$ cat src/rtl/shift_reg_universal.sv
// Universal shift register with hold, shift right, shift left and parallel
// load, each shift optionally a rotate. A saturating counter tracks shifts
// since the last load or reset and fires a one-cycle done pulse on the
// WIDTH-th shift. Every output comes from a register, so there is no
// combinational path from any input to any output.
module shift_reg_universal #(
    parameter int               WIDTH     = 8,
    parameter logic [WIDTH-1:0] RESET_VAL = '0
) (
    input  logic                       clk,
    input  logic                       reset,
    input  logic                       en,
    input  logic [1:0]                 mode,
    input  logic                       rot,
    input  logic                       sdi_r,
    input  logic                       sdi_l,
    input  logic [WIDTH-1:0]           din,
    output logic [WIDTH-1:0]           q,
    output logic                       sdo_r,
    output logic                       sdo_l,
    output logic [$clog2(WIDTH+1)-1:0] shift_cnt,
    output logic                       done
);

    localparam int CW = $clog2(WIDTH+1);

    // The counter saturates at WIDTH. The pulse fires on the shift that
    // takes the counter from WIDTH-1 to WIDTH.
    localparam logic [CW-1:0] CNT_MAX  = CW'(WIDTH);
    localparam logic [CW-1:0] CNT_LAST = CW'(WIDTH - 1);

    typedef enum logic [1:0] {
        MODE_HOLD  = 2'b00,
        MODE_RIGHT = 2'b01,
        MODE_LEFT  = 2'b10,
        MODE_LOAD  = 2'b11
    } mode_t;

    generate
        if (WIDTH < 2) begin : g_width_check
            $error("shift_reg_universal: WIDTH must be at least 2");
        end
    endgenerate

    logic [WIDTH-1:0] q_next;
    logic [CW-1:0]    cnt_next;
    logic             done_next;
    logic             shifting;
    logic             in_r;
    logic             in_l;

    // Bits entering on each side: the wrapped-around bit when rotating,
    // otherwise the serial input for that direction.
    always_comb begin
        in_r = rot ? q[0]       : sdi_r;
        in_l = rot ? q[WIDTH-1] : sdi_l;
    end

    // Next-state selection for data, shift counter and done pulse.
    always_comb begin
        q_next    = q;
        cnt_next  = shift_cnt;
        done_next = 1'b0;
        shifting  = 1'b0;

        if (en) begin
            case (mode_t'(mode))
                MODE_RIGHT: begin
                    q_next   = {in_r, q[WIDTH-1:1]};
                    shifting = 1'b1;
                end
                MODE_LEFT: begin
                    q_next   = {q[WIDTH-2:0], in_l};
                    shifting = 1'b1;
                end
                MODE_LOAD: begin
                    q_next   = din;
                    cnt_next = '0;
                end
                default: begin
                end
            endcase
        end

        // Both directions count. A change of direction leaves the count
        // alone; only a load or a reset restarts it.
        if (shifting) begin
            if (shift_cnt != CNT_MAX) begin
                cnt_next = shift_cnt + CW'(1);
            end
            done_next = (shift_cnt == CNT_LAST);
        end
    end

    // State register. The reset is asynchronous and can arrive at any time.
    always_ff @(posedge clk or posedge reset) begin
        if (reset) begin
            q         <= RESET_VAL;
            shift_cnt <= '0;
            done      <= 1'b0;
        end else begin
            q         <= q_next;
            shift_cnt <= cnt_next;
            done      <= done_next;
        end
    end

    // The serial outputs tap the register ends directly, with no added latency.
    always_comb begin
        sdo_r = q[0];
        sdo_l = q[WIDTH-1];
    end

endmodule

$ cat config.mk
export PLATFORM = sky130hd
export DESIGN_NAME = shift_reg_universal
export DESIGN_NICKNAME = d
export VERILOG_FILES = /design/src/rtl/shift_reg_universal.sv
export SDC_FILE = /design/constraint.sdc
export NUM_CORES = 1
export LEC_CHECK = 0
export BUFFER_PORTS_ARGS = -buffer_cell sky130_fd_sc_hd__buf_2
export CAP_MARGIN = 10
export CORE_AREA = 2 2 47 49
export DETAILED_ROUTE_END_ITERATION = 12
export DIE_AREA = 0 0 49 51
export PLACE_DENSITY = 0.79
export SETUP_SLACK_MARGIN = 0.05
export SYNTH_ARGS = -nofsm -noshare
export SYNTH_HDL_FRONTEND = slang
export SYNTH_SLANG_ARGS = --single-unit
$ cat constraint.sdc
create_clock -name clk -period 1.3 [get_ports clk]
set_clock_uncertainty 0.15 [all_clocks]
set_input_delay 0.325 -clock clk [delete_from_list [all_inputs] [get_ports clk]]
set_output_delay 0.325 -clock clk [all_outputs]
set_load 0.01 [all_outputs]
==> results of run 1 <==
## per-layer routing
metal / GRT usage (%) / wire [um] / vias to the layer above
li1: - / - / 427
met1: 22.1 / 879 / 433
met2: 37.4 / 1330 / 52
met3: 4.97 / 193 / 6
met4: 10.0 / 37 / 0
met5: 0 / 0 / -
## cells by family (layout without fill, tap and decap cells)
logic type                 after synthesis  in the layout  share of synthesized area, %
AOI/OAI and AO/OA                       31             31                          24.8
adders and majority gates                6              6                          9.43
buffers and inverters                   13             69                          7.70
DFF                                     13             13                          40.9
muxes                                    3              3                          4.56
and+or+nand+nor                         22             22                          12.6
## report_power, final
group	total, mW	internal (mW)	switching (mW)	leakage [nW]
combinational	1.09	0.571	0.520	0.460
clock	0.253	0.119	0.134	0.0150
sequential	0.589	0.515	0.0732	0.151
total	1.93	1.21	0.728	0.626
## cell usage after synthesis, drive strengths merged (2+ instances only)
library cell / count
inv: 8
mux2: 2
nand2: 6
ha: 6
dfrtp: 13
nor3b: 2
a21oi: 16
buf: 4
nor2: 9
a211oi: 2
a22oi: 4
## tightest hold or removal path: stages
cell and delay, ps:
buf_2 80, a21oi_1 50, a21oi_1 130
## path summary, 6_finish.rpt
| path | start | endpoint | slack, ps | depth (start not counted) |
|---|---|---|---|---|
| setup / recovery | q[0]$_DFFE_PP0P_ | q[0] | -90 | 2 |
| hold / removal | din[4] | q[4]$_DFFE_PP0P_ | 210 | 3 |
| setup reg to reg | shift_cnt[0]$_DFF_PP0_ | shift_cnt[3]$_DFF_PP0_ | -90 | 6 |
| hold reg to reg | shift_cnt[3]$_DFF_PP0_ | done$_DFF_PP0_ | 470 | 2 |
| max in group asynchronous | reset | shift_cnt[0]$_DFF_PP0_ | 390 | 4 |
| min in group asynchronous | reset | asynchronous set/reset pin | 420 | 4 |
## state kept, by name (all words and copies together), names as in the netlist, named ones only
signal	cells
q	8
shift_cnt	3
done	1
## cell type report
cell class                      count  area (sq um)  area share [%]
Multi-Input combinational cell     62           507            38.2
Clock buffer                        4          26.3            1.98
Sequential cell                    13           327            24.6
Timing Repair Buffer               57           387            29.2
Inverter                            8          45.0            3.40
Tap cell                           28          35.0            2.64
## repair_timing
item / in CTS / in global routing
resized for setup: 11 / 8
hold endpoints to repair: 13 / 0
pin swaps: 6 / 2
setup buffers: 13 / 0
hold buffers: 1 / 0
endpoints found under the setup margin: 20 / 27
==> results.sh, run 1 <==
export IMPL_dr_pass1_iters=4
export IMPL_worstMarginPinSlew_ps=273
export IMPL_netlist_instances=88
export IMPL_synth_top_cell_by_area="dfrtp_1"
export IMPL_cap_violations=0
export IMPL_ant_nets=0
export IMPL_tns_ps=-406
export IMPL_core_sq_mm=0.00206
export IMPL_dp_cells=154
export IMPL_clk_pin_slew_worst_paths_ps=90
export IMPL_postRouteWirelength_um=2440
export IMPL_syn_nets=110
export IMPL_io_pins=31
export IMPL_fin_crit_sh_pct=107
export IMPL_clockBufferDepth=2
export IMPL_grt_first_pass_wirelength_um=3890
export IMPL_die_x_um=49
export IMPL_avgViaCountPerCell=5.34
export IMPL_design_area_sq_mm=0.00133
export IMPL_preCtsSetupSlack_ps=-325
export IMPL_initial_core_util_pct=38.6
export IMPL_p_leak_nw=0.626
export IMPL_cp_arrival_ps=920
export IMPL_critical_path_slowest_cell="dfrtp_1"
export IMPL_hold_violations=0
export IMPL_drc=0
export IMPL_overflow=0
export IMPL_grt_pass1_vias=901
export IMPL_final_layout_size_suffix_gt1_share_pct=54.2
export IMPL_violations="setup timing"
export IMPL_synth_cell_types=29
export IMPL_finalSetupViolCount=6
export IMPL_syn_area_sq_um=796
export IMPL_ys_flop_type="dfrtp_1"
export IMPL_power_mw=1.93
export IMPL_slew_headroom_pct=81.5
export IMPL_fin_crit_ps=1390
export IMPL_crit_type="flip-flop to output port"
export IMPL_rows=17
export IMPL_seq_area_frac_synth_pct=40.9
export IMPL_synth_edf_count=0
export IMPL_cp_required_ps=820
export IMPL_max_freq_mhz=718
export IMPL_vias=918
export IMPL_routabilityCongestion=0.903
export IMPL_fillers=183
export IMPL_hold_ws_ps=206
export IMPL_power_density_mw_per_mm2=1460
export IMPL_final_util_pct=64.3
export IMPL_instances_no_fill=172
export IMPL_synth_async_reset_ratio_pct=100
export IMPL_critPathBufInv=2
export IMPL_hp_class="primary input to flip-flop"
export IMPL_antenna_cells=0
export IMPL_antenna_found_initial=0
export IMPL_synthTopCellsByArea="dfrtp_1 41%, a21oi_1 10%, ha_1 9.4%"
export IMPL_yosysWarningCount=0
export IMPL_die_area_sq_mm=0.00250
export IMPL_cp_top_family="flip-flops"
export IMPL_peakVddDrop_uv=1050
export IMPL_yosysTopAreaCellShare_pct=40.9
export IMPL_cts_root_buf="clkbuf_4"
export IMPL_status="finished, violations left"
export IMPL_area_delta_synth_final_pct=66.7
export IMPL_nets=167
export IMPL_insertion_delay_ps=270
export IMPL_grt_util_all_layers_pct=20.5
export IMPL_grt_max_degree=14
export IMPL_portBuffers=30
export IMPL_worst_slack_ps=-91.8
export IMPL_end_kind="output port"
export IMPL_startpoint_type="flip-flop"
export IMPL_avgSynthCellArea_sq_um=9.04
export IMPL_slew_violations=0
export IMPL_ctsHtreeMaxLevel=1
export IMPL_cts_tree="yes"
export IMPL_dp_hpwl_um=1620
export IMPL_dieHeight_um=51
export IMPL_path_cells="buf_6 > buf_6"
export IMPL_drt_iter0_drc=25
export IMPL_ys_ff_latch=13
export IMPL_rsz0062_at_grt="true"
export IMPL_slowest_delay_ps=400
export IMPL_dpl_cell_area_sq_mm=0.00111
export IMPL_cts_sinks=13
export IMPL_layout_common_cells="25 x buf_2, 25 x buf_4, 15 x a21oi_1"
export IMPL_routedWlPerCell_um=14.2
export IMPL_worstPathMaxFanout=3
export IMPL_path_common_cell="buf_6"
export IMPL_numCtsBuffers=3
(Power assumes the default switching activity.)
==> run 2: changes to the inputs <==
Settings changed: CORE_AREA 2 2 47 49 to 2 2 45 51, DIE_AREA 0 0 49 51 to 0 0 47 53.
==> run 2 against run 1 <==
  * The run still ends with setup timing left
  * Setup slack gained 2.2 ps
  * Final cell count up 1.7%
  * Register-to-register slack about the same
  * Fmax is 0.16% higher
  * Via count fell by 0.98%
  * Die area is 0.32% lower
  * Combinational power is 6% lower
  * Critical path type unchanged
  * Critical endpoint is now shift_cnt[0]
  * Largest cell class unchanged
  * Highest routed layer unchanged
==> results.sh, run 2 (same netlist as run 1, synthesis figures left out) <==
export IMPL_status="finished, violations left"
export IMPL_violations="setup timing"
export IMPL_slew_violations=0
export IMPL_rsz0062_at_grt="true"
export IMPL_ff2ff_path_depth=6
export IMPL_clkPwrFrac_pct=13.6
export IMPL_overflow=0
export IMPL_nets=170
export IMPL_crit_end="shift_cnt[0]"
export IMPL_fin_crit_sh_pct=107
export IMPL_crit_start="shift_cnt[0]$_DFF_PP0_"
export IMPL_hold_violations=0
export IMPL_clk_pin_slew_worst_paths_ps=70
export IMPL_share_seq_of_total_power_pct=31.7
export IMPL_hp_class="primary input to flip-flop"
export IMPL_avgViaCountPerCell=5.19
export IMPL_finalSetupViolCount=10
export IMPL_grt_max_degree=14
export IMPL_worstMarginPinSlew_ps=256
export IMPL_cap_violations=0
export IMPL_numCtsBuffers=3
export IMPL_postRouteWirelength_um=2260
export IMPL_die_x_um=47
export IMPL_drt_iter0_drc=20
export IMPL_largest_register_ffs=8
export IMPL_peakVddDrop_uv=1120
export IMPL_cp_arrival_ps=910
export IMPL_area_delta_synth_final_pct=67.5
export IMPL_slew_headroom_pct=82.7
export IMPL_ant_nets=0
export IMPL_dieHeight_um=53
export IMPL_antenna_found_initial=0
export IMPL_routabilityCongestion=0.886
export IMPL_power_density_mw_per_mm2=1400
export IMPL_path_cells="buf_6 > buf_6"
export IMPL_layout_common_cells="28 x buf_4, 24 x buf_2, 16 x a21oi_1"
export IMPL_insertion_delay_ps=280
export IMPL_io_pins=31
export IMPL_p_leak_nw=0.644
export IMPL_antenna_cells=0
export IMPL_design_area_sq_mm=0.00133
export IMPL_fin_crit_ps=1390
export IMPL_cts_sinks=13
export IMPL_crit_type="flip-flop to output port"
export IMPL_critical_path_slowest_cell="dfrtp_2"
export IMPL_end_kind="output port"
export IMPL_dpl_cell_area_sq_mm=0.00111
export IMPL_reg_top3="q (8), shift_cnt (3), done (1)"
export IMPL_final_common_cell="buf_4"
export IMPL_pwr_share_comb_pct=54.7
export IMPL_grt_first_pass_wirelength_um=3350
export IMPL_portBuffers=30
export IMPL_grt_util_all_layers_pct=18.9
export IMPL_r2r_start="shift_cnt[0]$_DFF_PP0_"
export IMPL_vias=909
export IMPL_cts_tree="yes"
export IMPL_die_area_sq_mm=0.00249
export IMPL_p_sw_uw=676
export IMPL_initial_core_util_pct=40.7
export IMPL_clockBufferDepth=2
export IMPL_preCtsSetupSlack_ps=-332
export IMPL_cp_required_ps=820
export IMPL_drc=0
export IMPL_startpoint_type="flip-flop"
export IMPL_rrSetupSlack_ps=-90
export IMPL_tns_ps=-469
export IMPL_dr_pass1_iters=4
export IMPL_dp_hpwl_um=1560
export IMPL_max_freq_mhz=720
export IMPL_r2r_end="shift_cnt[3]$_DFF_PP0_"
export IMPL_ctsHtreeMaxLevel=1
export IMPL_core_sq_mm=0.00196
export IMPL_path_common_cell="buf_6"
export IMPL_power_mw=1.87
export IMPL_grt_pass1_vias=802
export IMPL_final_layout_size_suffix_gt1_share_pct=52.4
export IMPL_rows=17
export IMPL_p_int_mw=1.20
export IMPL_worstPathMaxFanout=2
export IMPL_p_sw_share_pct=36.1
export IMPL_routedWlPerCell_um=12.9
export IMPL_worst_slack_ps=-89.6
export IMPL_cts_root_buf="clkbuf_4"
export IMPL_top_register="q"
export IMPL_slowest_delay_ps=420
==> run 2: cell types whose count changed in the layout (fill, tap and decap cells not counted), sizes merged <==
cell and change:
clkbuf -1, buf +4
==> run 2: how the worst min path moves through the flow <==
stage	startpoint	endpoint	slack (ps)	cells after the start
3_5_place_dp	reset	done$_DFF_PP0_	180	3
6_report	din[4]	q[4]$_DFFE_PP0P_	200	3
5_1_grt	din[4]	q[4]$_DFFE_PP0P_	210	3
4_1_cts	din[4]	q[4]$_DFFE_PP0P_	190	3
2_1_floorplan	reset	asynchronous set/reset pin	50	1
3_3_place_gp	reset	done$_DFF_PP0_	170	3
==> run 2: what timing repair did <==
item / 4_1_cts / 5_1_grt
setup endpoints to repair: 18 / 27
hold endpoints to repair: 13 / 0
gates resized for setup: 7 / 7
pin swaps: 3 / 2
hold buffers: 1 / 0
buffers inserted: 13 / 2
==> run 2: stage by stage <==
stage	util, %	hold WS [ps]	instances
after floorplan	-	51.9	88
after global placement	56.9	172	155
after detailed placement	56.9	175	155
after CTS	65.7	193	173
after global routing	68.1	208	175
final	68.1	198	175
==> run 2: per-layer routing <==
layer	vias to the layer above	wire (um)	track usage, %
met5	-	0	0
met4	0	30	5.56
met3	4	152	2.39
met2	40	1160	35.8
met1	429	921	21.1
li1	436	-	-
==> run 2: cell type report <==
class	count	area, sq um
Fill cell	160	624
Multi-Input combinational cell	62	480
Timing Repair Buffer	60	419
Sequential cell	13	327
Inverter	8	45.0
Tap cell	28	35.0
Clock buffer	4	26.3
==> run 2: power groups by stage <==
stage,combinational (mW),sequential (mW),clock (mW)
after floorplan,0.332,0.689,0
after global placement,0.631,0.639,0
after detailed placement,0.652,0.646,0
after CTS,0.949,0.586,0.261
after global routing,1.10,0.604,0.278
final,1.02,0.594,0.254
==> run 2: critical path, delay by kind of cell (launching register included) <==
| family | cells | cell delay, ps |
|---|---|---|
| flip-flops | 1 | 420 |
| buffers and inverters | 2 | 230 |
